===== src/rtl/idma_mc_req_arbiter.sv =====
// Multi-channel iDMA request arbiter: shares one backend among NumChannels frontends and
// routes in-order backend responses back to the issuing channel via a route FIFO.
module idma_mc_req_arbiter #(
    parameter int unsigned NumChannels  = 4,
    parameter int unsigned PendingDepth = 8,
    parameter int unsigned ArbMode      = 0,
    parameter type         idma_req_t   = logic,
    parameter type         idma_rsp_t   = logic,
    parameter int unsigned ChIdWidth    = (NumChannels > 1) ? $clog2(NumChannels) : 1,
    parameter int unsigned CntWidth     = $clog2(PendingDepth + 1)
) (
    input  logic                                  clk_i,
    input  logic                                  rst_i,
    input  logic      [NumChannels-1:0]           ch_enable_i,
    input  idma_req_t [NumChannels-1:0]           ch_req_i,
    input  logic      [NumChannels-1:0]           ch_req_valid_i,
    output logic      [NumChannels-1:0]           ch_req_ready_o,
    output idma_rsp_t [NumChannels-1:0]           ch_rsp_o,
    output logic      [NumChannels-1:0]           ch_rsp_valid_o,
    input  logic      [NumChannels-1:0]           ch_rsp_ready_i,
    output idma_req_t                             be_req_o,
    output logic                                  be_req_valid_o,
    input  logic                                  be_req_ready_i,
    input  idma_rsp_t                             be_rsp_i,
    input  logic                                  be_rsp_valid_i,
    output logic                                  be_rsp_ready_o,
    output logic      [NumChannels-1:0]           ch_busy_o,
    output logic      [NumChannels-1:0][CntWidth-1:0] ch_outstanding_o,
    output logic                                  pending_full_o,
    output logic                                  err_o
);

    localparam int unsigned PtrWidth = (PendingDepth > 1) ? $clog2(PendingDepth) : 1;
    localparam logic [CntWidth-1:0]  DepthCnt = CntWidth'(PendingDepth);
    localparam logic [ChIdWidth-1:0] LastCh   = ChIdWidth'(NumChannels - 1);
    localparam logic [PtrWidth-1:0]  LastPtr  = PtrWidth'(PendingDepth - 1);

    logic [ChIdWidth-1:0] route_q [PendingDepth];
    logic [PtrWidth-1:0]  wr_ptr_q, wr_ptr_d, rd_ptr_q, rd_ptr_d;
    logic [CntWidth-1:0]  fill_q, fill_d;
    logic [ChIdWidth-1:0] rr_q, rr_d, lock_idx_q, lock_idx_d;
    logic                 lock_q, lock_d, err_q, err_d;
    logic [NumChannels-1:0][CntWidth-1:0] out_q, out_d;
    logic [NumChannels-1:0] busy_q, busy_d, inc, dec;

    logic [NumChannels-1:0] eligible;
    logic                   gnt_valid, full, empty, push, pop;
    logic [ChIdWidth-1:0]   gnt_idx, head;

    assign full     = (fill_q == DepthCnt);
    assign empty    = (fill_q == '0);
    assign eligible = ch_req_valid_i & ch_enable_i;
    assign head     = route_q[rd_ptr_q];

    // A locked grant bypasses eligibility so the backend never sees a retracted valid.
    always_comb begin
        int unsigned cand;
        cand      = 0;
        gnt_valid = 1'b0;
        gnt_idx   = '0;
        if (lock_q) begin
            gnt_valid = 1'b1;
            gnt_idx   = lock_idx_q;
        end else if (!full) begin
            for (int unsigned i = 0; i < NumChannels; i++) begin
                if (ArbMode == 0) begin
                    cand = 32'(rr_q) + i;
                    if (cand >= NumChannels) cand = cand - NumChannels;
                end else begin
                    cand = i;
                end
                if (!gnt_valid && eligible[ChIdWidth'(cand)]) begin
                    gnt_valid = 1'b1;
                    gnt_idx   = ChIdWidth'(cand);
                end
            end
        end
    end

    assign be_req_o       = ch_req_i[gnt_idx];
    assign be_req_valid_o = gnt_valid;
    assign push           = gnt_valid & be_req_ready_i;

    always_comb begin
        ch_req_ready_o = '0;
        if (gnt_valid) ch_req_ready_o[gnt_idx] = be_req_ready_i;
    end

    always_comb begin
        ch_rsp_valid_o = '0;
        for (int k = 0; k < NumChannels; k++) ch_rsp_o[k] = be_rsp_i;
        if (!empty) ch_rsp_valid_o[head] = be_rsp_valid_i;
    end

    assign be_rsp_ready_o = !empty && ch_rsp_ready_i[head];
    assign pop            = be_rsp_valid_i & be_rsp_ready_o;

    always_comb begin
        lock_d     = gnt_valid & ~be_req_ready_i;
        lock_idx_d = gnt_idx;
        rr_d       = rr_q;
        if (push && (ArbMode == 0)) rr_d = (gnt_idx == LastCh) ? '0 : gnt_idx + 1'b1;

        wr_ptr_d = wr_ptr_q;
        rd_ptr_d = rd_ptr_q;
        fill_d   = fill_q;
        if (push) wr_ptr_d = (wr_ptr_q == LastPtr) ? '0 : wr_ptr_q + 1'b1;
        if (pop)  rd_ptr_d = (rd_ptr_q == LastPtr) ? '0 : rd_ptr_q + 1'b1;
        if (push && !pop)      fill_d = fill_q + 1'b1;
        else if (pop && !push) fill_d = fill_q - 1'b1;

        err_d = err_q | (be_rsp_valid_i & empty);

        for (int k = 0; k < NumChannels; k++) begin
            inc[k]   = push && (gnt_idx == ChIdWidth'(k));
            dec[k]   = pop && (head == ChIdWidth'(k));
            out_d[k] = out_q[k];
            if (inc[k] && !dec[k])      out_d[k] = out_q[k] + 1'b1;
            else if (dec[k] && !inc[k]) out_d[k] = out_q[k] - 1'b1;
            busy_d[k] = (out_d[k] != '0);
        end
    end

    always_ff @(posedge clk_i) begin
        if (rst_i) begin
            wr_ptr_q   <= '0;
            rd_ptr_q   <= '0;
            fill_q     <= '0;
            rr_q       <= '0;
            lock_q     <= 1'b0;
            lock_idx_q <= '0;
            err_q      <= 1'b0;
            out_q      <= '0;
            busy_q     <= '0;
        end else begin
            wr_ptr_q   <= wr_ptr_d;
            rd_ptr_q   <= rd_ptr_d;
            fill_q     <= fill_d;
            rr_q       <= rr_d;
            lock_q     <= lock_d;
            lock_idx_q <= lock_idx_d;
            err_q      <= err_d;
            out_q      <= out_d;
            busy_q     <= busy_d;
        end
    end

    always_ff @(posedge clk_i) begin
        if (push) route_q[wr_ptr_q] <= gnt_idx;
    end

    assign ch_busy_o        = busy_q;
    assign ch_outstanding_o = out_q;
    assign pending_full_o   = full;
    assign err_o            = err_q;

`ifndef SYNTHESIS
    for (genvar k = 0; k < NumChannels; k++) begin : g_cnt_chk
        assert property (@(posedge clk_i) disable iff (rst_i)
            !(inc[k] && !dec[k] && (out_q[k] == DepthCnt)));
        assert property (@(posedge clk_i) disable iff (rst_i)
            !(dec[k] && !inc[k] && (out_q[k] == '0)));
    end
`endif

endmodule


===== config.mk =====
export PLATFORM = sky130hd
export DESIGN_NAME = idma_mc_req_arbiter
export DESIGN_NICKNAME = d
export VERILOG_FILES = /design/src/rtl/idma_mc_req_arbiter.sv
export SDC_FILE = /design/constraint.sdc
export NUM_CORES = 1
export LEC_CHECK = 0
export BUFFER_PORTS_ARGS = -buffer_cell sky130_fd_sc_hd__buf_2
export CAP_MARGIN = 20
export CORE_MARGIN = 2
export CORE_UTILIZATION = 38
export CTS_CLUSTER_DIAMETER = 100
export DETAILED_ROUTE_END_ITERATION = 8
export PLACE_DENSITY = 0.6
export RECOVER_POWER = 100
export SLEW_MARGIN = 20
export SYNTH_ARGS = -nofsm -noshare
export SYNTH_HDL_FRONTEND = slang
export SYNTH_SLANG_ARGS = --single-unit

===== constraint.sdc =====
create_clock -name clk_i -period 3.3 [get_ports clk_i]
set_input_delay 0.495 -clock clk_i [delete_from_list [all_inputs] [get_ports clk_i]]
set_output_delay 0.495 -clock clk_i [all_outputs]
set_load 0.005 [all_outputs]

Yosys cells after proc, flatten, opt, wreduce, memory -nomap -nowiden
Memories as Yosys holds them, arrays and structs flattened. A register that Yosys moved wholly into a read port is not among the register bits. Cells that the tools add are included.

Register bits after elaboration: 36. Latch bits: 0. Memory bits (writable): 16. ROM bits: 0. Bits of input ports: 21. Output and inout port bits: 37. Logic and storage cells: 174. Memories kept: 1.

Add/sub/neg operators: 20. Multiply operators: 0. Divide/modulo/power cells: 0. $lt $le $gt $ge: 12. Equality and inequality tests: 9. Shift operators: 0. Muxes and demuxes: 65. Bitwise logic cells: 9. Reduce and logical (&&, ||, !) cells: 46.

Memory list: route_q (words 8, bits a word 2, read ports 1, clocked after Yosys merged registers in 1, wr ports 1, RTL line 38) `logic [ChIdWidth-1:0] route_q [PendingDepth];`.

Operators with widths (number): 2-to-1 mux 4 bit (12); 2-to-1 mux 2 bit (19); logical AND 1 bit (24); 2-to-1 mux 1 bit (22); adder 4 x 1 -> 4 bit (second input constant) (5); subtractor 4 x 1 -> 4 bit (second input constant) (5); less-than comparator 2 x 3 -> 1 bit (second input constant) (6); nonzero test 4 bit (4); zero test 1 bit (14); bitwise AND 4 bit (3); binary-select mux 1 bit (select 2 bit) (6); 2-to-1 mux 3 bit (4); greater-or-equal comparator 3 bit (second input constant) (3); == test 2 bit (second input constant) (4); subtractor 2 x 1 -> 2 bit (second input constant) (4); adder 2 x 2 -> 3 bit (second input constant) (2); adder 3 x 1 -> 3 bit (second input constant) (2); == test 3 bit (second input constant) (2); bitwise AND 1 bit (4); demux 1 bit (select 2 bit) (2); == test 2 x 1 -> 1 bit (second input constant) (2); == test 4 bit (second input constant) (1); greater-or-equal comparator 2 x 1 -> 1 bit (second input constant) (2); zero test 2 bit (2); 7 further kinds (7).

Logic depth before layout (Yosys ltp)
Gate-level depths: netlist of run 1.

Depth in word-level cells: 31. Depth in mapped cells: 14. Depth with buffers taken out: 14.

Least setup slack after synthesis of run 1
Ideal clock, no wire load.

Kind: reg2reg. From: reg (tool-made name). To: reg fill_q[3]. Library setup time: 0.071 ns. Data arrival time: 3.324 ns. Data required time: 3.229 ns. Setup slack: -0.094 ns. Stages on the path, launching flop included: 15. Path buffers: 0. Period minus slack after synthesis: 3.394 ns. Cells stage by stage: dfxtp_1 > mux4_2 > mux2i_4 > mux2_1 > nor2_1 > a211oi_2 > nand2_1 > ha_1 > inv_1 > ha_1 > a21o_1 > a21oi_1 > xnor2_1 > or3_1 > a21oi_1.

RTL lines: end signal, assigned (RTL line 138) `fill_q <= fill_d;`; end, declared (RTL line 40) `logic [CntWidth-1:0] fill_q, fill_d;`.

==> results.md, run 1 <==
- Outcome: finished, final reports clean
- Sum of net half-perimeters after detailed placement: around 5 mm
- Top Ports: 58
- Number of nets in the layout: 401
- RSZ-0062 raised after global routing: false
- Total of flip-flops plus latches after synthesis: 55
- Vias/cell: 5.11
- Vias in the first global route: about 2300
- Gate family responsible for the most delay along the worst path: multiplexers
- Adder and majority gate portion of the synthesized area: under 10%
- Clock tree from TritonCTS: built
- Worst path max stage delay: approximately 530 ps
- FP Rows: 32
- Placeable core region: roughly 7600 um^2
- Cells along the critical path: mux4_2 -> mux2i_4 -> mux2_4 -> nor2_2 -> a211oi_2 -> nand2_2 -> ha_2 -> inv_2 -> ha_1 -> a21o_1 -> a21oi_2 -> xnor2_1 -> or3_1 -> a21oi_1
- Total overflow reported by the global router: 0
- Synthesized area: 2970 um^2
- Fin crit period: 3120 ps
- Combinational power share: around two fifths
- Level count of the clock H-tree: 2
- Cell type contributing the most total cell area after synthesis: sky130_fd_sc_hd__dfxtp_1
- Layout-stage area growth over the synthesis result: 17.8%
- Net switching fraction of the power: between 30% and 40%
- Sequential share of the synthesized area: between 40% and 50%
- Longest Clk Path Bufs: 2
- Critical Path Start Type: register
- Root buffer cell: sky130_fd_sc_hd__clkbuf_8
- Simple-gate portion of the synthesized area: 19.4%
- Count of buffering cells on the critical path with inverters included: 1
- Net count after synthesis: roughly 340
- Drc violations: 0
- Proportion of layout cells with a drive suffix above 1: 19.8%
- Number of synthesized flops with an enable pin: 16
- Die Y-Extent: 92.5 um
- Arrival time at the worst endpoint: roughly 3400 ps
- Antenna cells: 0
- CP Class: register to register
- Largest family of logic cells by synthesized area: simple AND/OR/NAND/NOR gates
- Yosys cell types: between 60 and 70
- Minimum hold slack: a little under 400 ps
- Leakage power figure: 0.00147 uW
- Routed len/inst: approximately 14 um
- Worst slew margin relative to its limit: a little over half
- Initial drt markers: about 110
- Nature of the critical path endpoint: register
- Fillers: approximately 730
- Post-route ant nets: 0
- Worst Setup Slack post-DPL: -21.9 ps
- Share of the clock period used by the worst path after layout: 94.5%
- Pin count of the biggest net entering global routing: 39
- Worst min-delay path class: input port to register
- Die span in x: 92.5 um
- Total routing resource utilization after global routing: between 10% and 20%
- Initial cell density of the core: about two fifths
- Compound-Gate Fraction of Synth Area: approximately 15%
- Slew at the pin closest to its max-slew limit: 711 ps
- Count of pins over their slew limit: 0
- Final Skew: 8.52 ps
- Latest clock arrival within the worst-skew pair: just over 300 ps
- Most common cell in the netlist: sky130_fd_sc_hd__dfxtp_1
- Setup violations, final: 0
- Number of buffers created by CTS: 5
- Power Internal: 1500 uW
- Post-Synthesis Cells: 300
- Number of vias after detailed routing: 2377
- Global placement routability congestion: around 0.77
- Number of warnings reported in the yosys synthesis log: 0
- Worst voltage drop across the vdd grid: between 0.3 and 0.4 mV
- Count of port buffers added during placement: 52
- Mux cell area share after synthesis: roughly 7.3%
- Total of max-cap violations: 0
- TritonRoute pass-1 iters: 4
- F_max: ~320 MHz
- Die ar.: 8550 um^2
- PD cells: approximately 660 nW/um^2
- Worst path slowest cell: sky130_fd_sc_hd__mux4_2
- Async set-or-reset flop fraction in the synthesized netlist: 0%
- Total Routed Length: 6.61 mm
- Post-layout total power: 2320 uW
- Number of antenna violations at the first check in global routing: 0
- Clock group share of total power: around 19%
- Average instance area after synthesis: between 9 and 10 um^2
- Area share of the largest cell type after synthesis: 26.3%
- Data required time at the worst endpoint: ~3500 ps
- Share of the synthesized netlist area taken by xor and xnor gates: 3.54%
- Max FO, Critical Path: 4
- Clock sink total: 55
- Net switching component of the power: 827 uW
- Worst Setup Slack, final: approximately 180 ps
- Commonest cells in the netlist: sky130_fd_sc_hd__dfxtp_1, sky130_fd_sc_hd__nor2_1, sky130_fd_sc_hd__nand2_1, sky130_fd_sc_hd__inv_1
- Clock Pin Slew Worst Setup and Hold Paths: approximately 100 ps
- Main synth FF type: sky130_fd_sc_hd__dfxtp_1
- Power share of the sequential group: 40.2%
- Wire length of the first global-routing pass: ~11 mm
- Number of hold violations in the final report: 0
- Synth top area cells: sky130_fd_sc_hd__dfxtp_1, sky130_fd_sc_hd__edfxtp_1, sky130_fd_sc_hd__ha_1, sky130_fd_sc_hd__nor2_1, sky130_fd_sc_hd__nand2_1
cell families after synthesis:
kind of cell    after synthesis
mux                          14
fa+ha+maj                    18
compound gates               59
xor+xnor                     12
simple gates                112
buf+inv                      30
flops                        55
power groups by stage:
stage | combinational [uW] | clock [uW] | sequential [uW]
global placement | 921 | 0 | 950
detailed placement | 938 | 0 | 951
CTS | 943 | 457 | 936
finish | 941 | 449 | 935
floorplan | 634 | 0 | 934
global route | 1060 | 488 | 957
path summary, 6_finish.rpt:
check,from,end,slack [ps],cells past startpoint
max,register,fill_q[3]$_SDFFE_PP0P_,180,14
min,be_req_ready_i,lock_q$_SDFF_PP0_,390,2
max reg2reg,register,fill_q[3]$_SDFFE_PP0P_,180,14
min reg2reg,err_o$_SDFF_PP0_,err_o$_SDFF_PP0_,480,2
layout make-up:
| cell class | count | area [um^2] | share of cell area [%] |
|---|---|---|---|
| multi-input combinational | 215 | 1600 | 45.7 |
| sequential | 55 | 1260 | 36.1 |
| timing repair buffer | 66 | 327 | 9.33 |
| tap | 102 | 128 | 3.65 |
| clock buffer | 6 | 72.6 | 2.07 |
| inverter | 19 | 71.3 | 2.04 |
| clock inverter | 2 | 37.5 | 1.07 |
through the flow:
stage | std cells | utilization, % | TNS [ps] | area [um^2]
after floorplan | 300 | - | 0 | 2990
after global placement | 454 | 44.5 | -43.4 | 3400
after detailed placement | 454 | 44.5 | -21.9 | 3400
after CTS | 462 | 45.9 | 0 | 3510
after global routing | 465 | 45.8 | 0 | 3500
final | 465 | 45.8 | 0 | 3500
routing by layer:
metal | global-route usage [%] | wire, um | vias up
met5 | 0 | 0 | -
met4 | 4.60 | 77 | 0
met3 | 3.01 | 289 | 5
met2 | 26.3 | 3070 | 49
met1 | 21.7 | 3180 | 1119
li1 | - | - | 1204
cell usage in the layout (no fill, tap or decap), drive strengths merged, types with 4 or more instances in the layout:
master  netlist  routed
o21ai         7       7
and3          7       7
buf           6      42
ha           17      17
and2          5       5
nor2         36      36
xnor2         6       6
a21oi        18      18
inv          19      19
or3           4       4
mux4          4       4
nor3b         4       4
xor2          6       6
clkbuf        5      30
dfxtp        39      39
a211oi        5       5
edfxtp       16      16
nand2        27      27
nor3         10      10
mux2i         7       7
a22oi         8       8
timing repair:
action,CTS,global route
endpoints found under the setup margin,0,1
hold endpoints to repair,0,0
hold buffers,0,0
gates resized for setup,0,7
buffers inserted,0,3
flip-flops by register name (all words and copies together) (netlist names), 2 cells and up, named ones only:
name              count
rr_q                  2
fill_q                4
lock_idx_q            2
rd_ptr_q              3
ch_outstanding_o     16
route_q              16
wr_ptr_q              3
ch_busy_o             4
(Power assumes the default switching activity.)
==> run 2, diff against run 1 <==
- CORE_UTILIZATION: 38 -> 50
- PLACE_DENSITY: 0.6 -> 0.75
- SETUP_SLACK_MARGIN: unset -> 0.1
==> results.md, run 2 (synthesized netlist as in run 1, its figures left out) <==
- Outcome: finished, final reports clean
- Final Skew: 5.01 ps (-3.51 ps)
- Total of max-cap violations: 0 (unchanged)
- Total overflow reported by the global router: 0 (unchanged)
- R2R Setup Slk: 210 ps (+20 ps)
- Arrival time at the worst endpoint: 3340 ps (-20 ps)
- TritonRoute pass-1 iters: 4 (unchanged)
- Root buffer cell: sky130_fd_sc_hd__clkbuf_8
- Worst path slowest cell: sky130_fd_sc_hd__mux4_2
- Die span in x: 81.1 um (-12%)
- Number of hold violations in the final report: 0 (unchanged)
- Number of vias after detailed routing: 2460 (+3.5%)
- Number of antenna violations at the first check in global routing: 0 (unchanged)
- Worst voltage drop across the vdd grid: 0.386 mV (+21%)
- Worst slew margin relative to its limit: 53.9% (+1.3 points)
- Setup tns final: 0 ps (unchanged)
- Number of cells on the worst reg-to-reg path: 14 (unchanged)
- Count of buffering cells on the critical path with inverters included: 1 (unchanged)
- Post-placement cell count: 426 (-6.2%)
- Routed len/inst: 14.4 um (+1.1%)
- Nature of the critical path endpoint: register
- Slew at the pin closest to its max-slew limit: 691 ps (-19.7 ps)
- Total routing resource utilization after global routing: 20.6% (+4.5 points)
- Fin crit period: 3090 ps (-23.4 ps)
- Global placement routability congestion: 0.840 (+9.4%)
- Number of hold buffers added after cts: 0 (unchanged)
- Commonest non-fill, non-tap cell in the layout: sky130_fd_sc_hd__dfxtp_1
- Number of standard cells in the final layout excluding fillers: 439 (-5.6%)
- F_max: 323 MHz (+0.76%)
- Gate family responsible for the most delay along the worst path: multiplexers
- Share of the clock period used by the worst path after layout: 93.8% (-0.71 points)
- Initial cell density of the core: 51.1% (+12 points)
- Antenna cells: 0 (unchanged)
- Cells along the critical path: mux4_2 -> mux2i_4 -> mux2_4 -> nor2_1 -> a211oi_2 -> nand2_2 -> ha_4 -> inv_4 -> ha_1 -> a21o_1 -> a21oi_2 -> xnor2_1 -> or3_1 -> a21oi_1
- Die ar.: 6580 um^2 (-23%)
- FP Rows: 28 (-13%)
- Max FO, Critical Path: 5 (+1)
- Post-route ant nets: 0 (unchanged)
- Setup violations, final: 0 (unchanged)
- RSZ-0062 raised after global routing: false
- WP depth: 14 (unchanged)
- Capturing point of the worst reg2reg path: fill_q[3]$_SDFFE_PP0P_
- Wire length of the first global-routing pass: 10.5 mm (-4.9%)
- Count of pins over their slew limit: 0 (unchanged)
- Top Ports: 58 (unchanged)
- Vias in the first global route: 2264 (-2.4%)
- Clock sink total: 55 (unchanged)
- Worst min-delay path class: input port to register
- Number of nets in the layout: 402 (+0.25%)
- Clock Pin Slew Worst Setup and Hold Paths: 100 ps (about the same)
- Count of port buffers added during placement: 52 (unchanged)
- Level count of the clock H-tree: 2 (unchanged)
- Critical path capture point: fill_q[3]$_SDFFE_PP0P_
- Leakage power figure: 0.00149 uW (+0.95%)
- Layout-stage area growth over the synthesis result: 16.9%
- Worst path max stage delay: 520 ps (about the same)
- Proportion of layout cells with a drive suffix above 1: 20.6% (+0.77 points)
- PD cells: 654 nW/um^2 (-1.5%)
- Vias/cell: 5.60 (+9.6%)
- Pin count of the biggest net entering global routing: 39 (unchanged)
- Number of buffers created by CTS: 5 (unchanged)
- Initial drt markers: 63 (-44%)
- Latest clock arrival within the worst-skew pair: 310 ps (about the same)
- Top library cells by usage in the layout, fill and taps aside: sky130_fd_sc_hd__dfxtp_1, sky130_fd_sc_hd__buf_2, sky130_fd_sc_hd__nor2_1, sky130_fd_sc_hd__nand2_1, sky130_fd_sc_hd__clkbuf_1
- Data required time at the worst endpoint: 3540 ps (about the same)
- Die Y-Extent: 81.1 um (-12%)
- Critical Path Start Type: register
- Total Routed Length: 6.31 mm (-4.6%)
- Drc violations: 0 (unchanged)
- Clock tree from TritonCTS: built
- Util after Layout: 59.8% (+14 points)
- Longest Clk Path Bufs: 2 (unchanged)
- CP Class: register to register
- Placeable core region: 5820 um^2 (-24%)
- Sum of net half-perimeters after detailed placement: 4.71 mm (-6.0%)
## run 2: worst reg2reg max path: stages, from the launching register on
cell,delay [ps]
sky130_fd_sc_hd__dfxtp_4,390
sky130_fd_sc_hd__mux4_2,520
sky130_fd_sc_hd__mux2i_4,240
sky130_fd_sc_hd__mux2_4,330
sky130_fd_sc_hd__nor2_1,120
sky130_fd_sc_hd__a211oi_2,60
sky130_fd_sc_hd__nand2_2,90
sky130_fd_sc_hd__ha_4,150
sky130_fd_sc_hd__inv_4,40
sky130_fd_sc_hd__ha_1,270
sky130_fd_sc_hd__a21o_1,190
sky130_fd_sc_hd__a21oi_2,130
sky130_fd_sc_hd__xnor2_1,80
sky130_fd_sc_hd__or3_1,300
sky130_fd_sc_hd__a21oi_1,110
## run 2: worst min-delay path by stage
| stage | startpoint | endpoint | slack [ps] | depth (start not counted) |
|---|---|---|---|---|
| 3_3_place_gp | err_o$_SDFF_PP0_ | err_o$_SDFF_PP0_ | 450 | 2 |
| 5_1_grt | be_req_ready_i | lock_q$_SDFF_PP0_ | 390 | 2 |
| 6_report | be_req_ready_i | lock_q$_SDFF_PP0_ | 390 | 2 |
| 4_1_cts | be_req_ready_i | lock_q$_SDFF_PP0_ | 390 | 2 |
| 3_5_place_dp | err_o$_SDFF_PP0_ | err_o$_SDFF_PP0_ | 470 | 2 |
| 2_1_floorplan | err_o$_SDFF_PP0_ | err_o$_SDFF_PP0_ | 460 | 2 |
## run 2: per-layer routing
layer	up-vias	track usage [%]	part of all wire [%]
met1	1175	26.9	45
met2	57	35.3	48
met4	0	6.61	1.7
met5	-	0	0
met3	11	2.67	5.0
li1	1217	-	-
## run 2: where the power goes
part	leakage [uW]	switching, uW	internal, uW
logic	0.000970	498	456
registers	0.000467	114	824
clock network	0.0000489	228	154
## run 2: repair_timing
| item | 4_1_cts | 5_1_grt |
|---|---|---|
| pin swaps | 0 | 5 |
| resized for setup | 2 | 9 |
| endpoints found under the setup margin | 1 | 2 |
| buffers inserted | 0 | 5 |
## run 2: cell type report
cell class	instances	area, um^2
clock buffers	5	68.8
clock inverters	3	22.5
fillers	529	2340
inverters	19	73.8
multi-input cells	215	1620
flip-flops and latches	55	1260
well taps	75	93.8
repair buffers	67	333
## run 2: metrics by stage
step | worst slack, ps | hold WS (ps) | cell area, um^2 | power [uW]
after floorplan | 19.7 | 460 | 2990 | 1570
after global placement | 54.8 | 450 | 3360 | 1840
after detailed placement | 44.9 | 469 | 3360 | 1870
after CTS | 106 | 392 | 3460 | 2260
after global routing | 53.3 | 388 | 3480 | 2440
final | 206 | 388 | 3480 | 2270
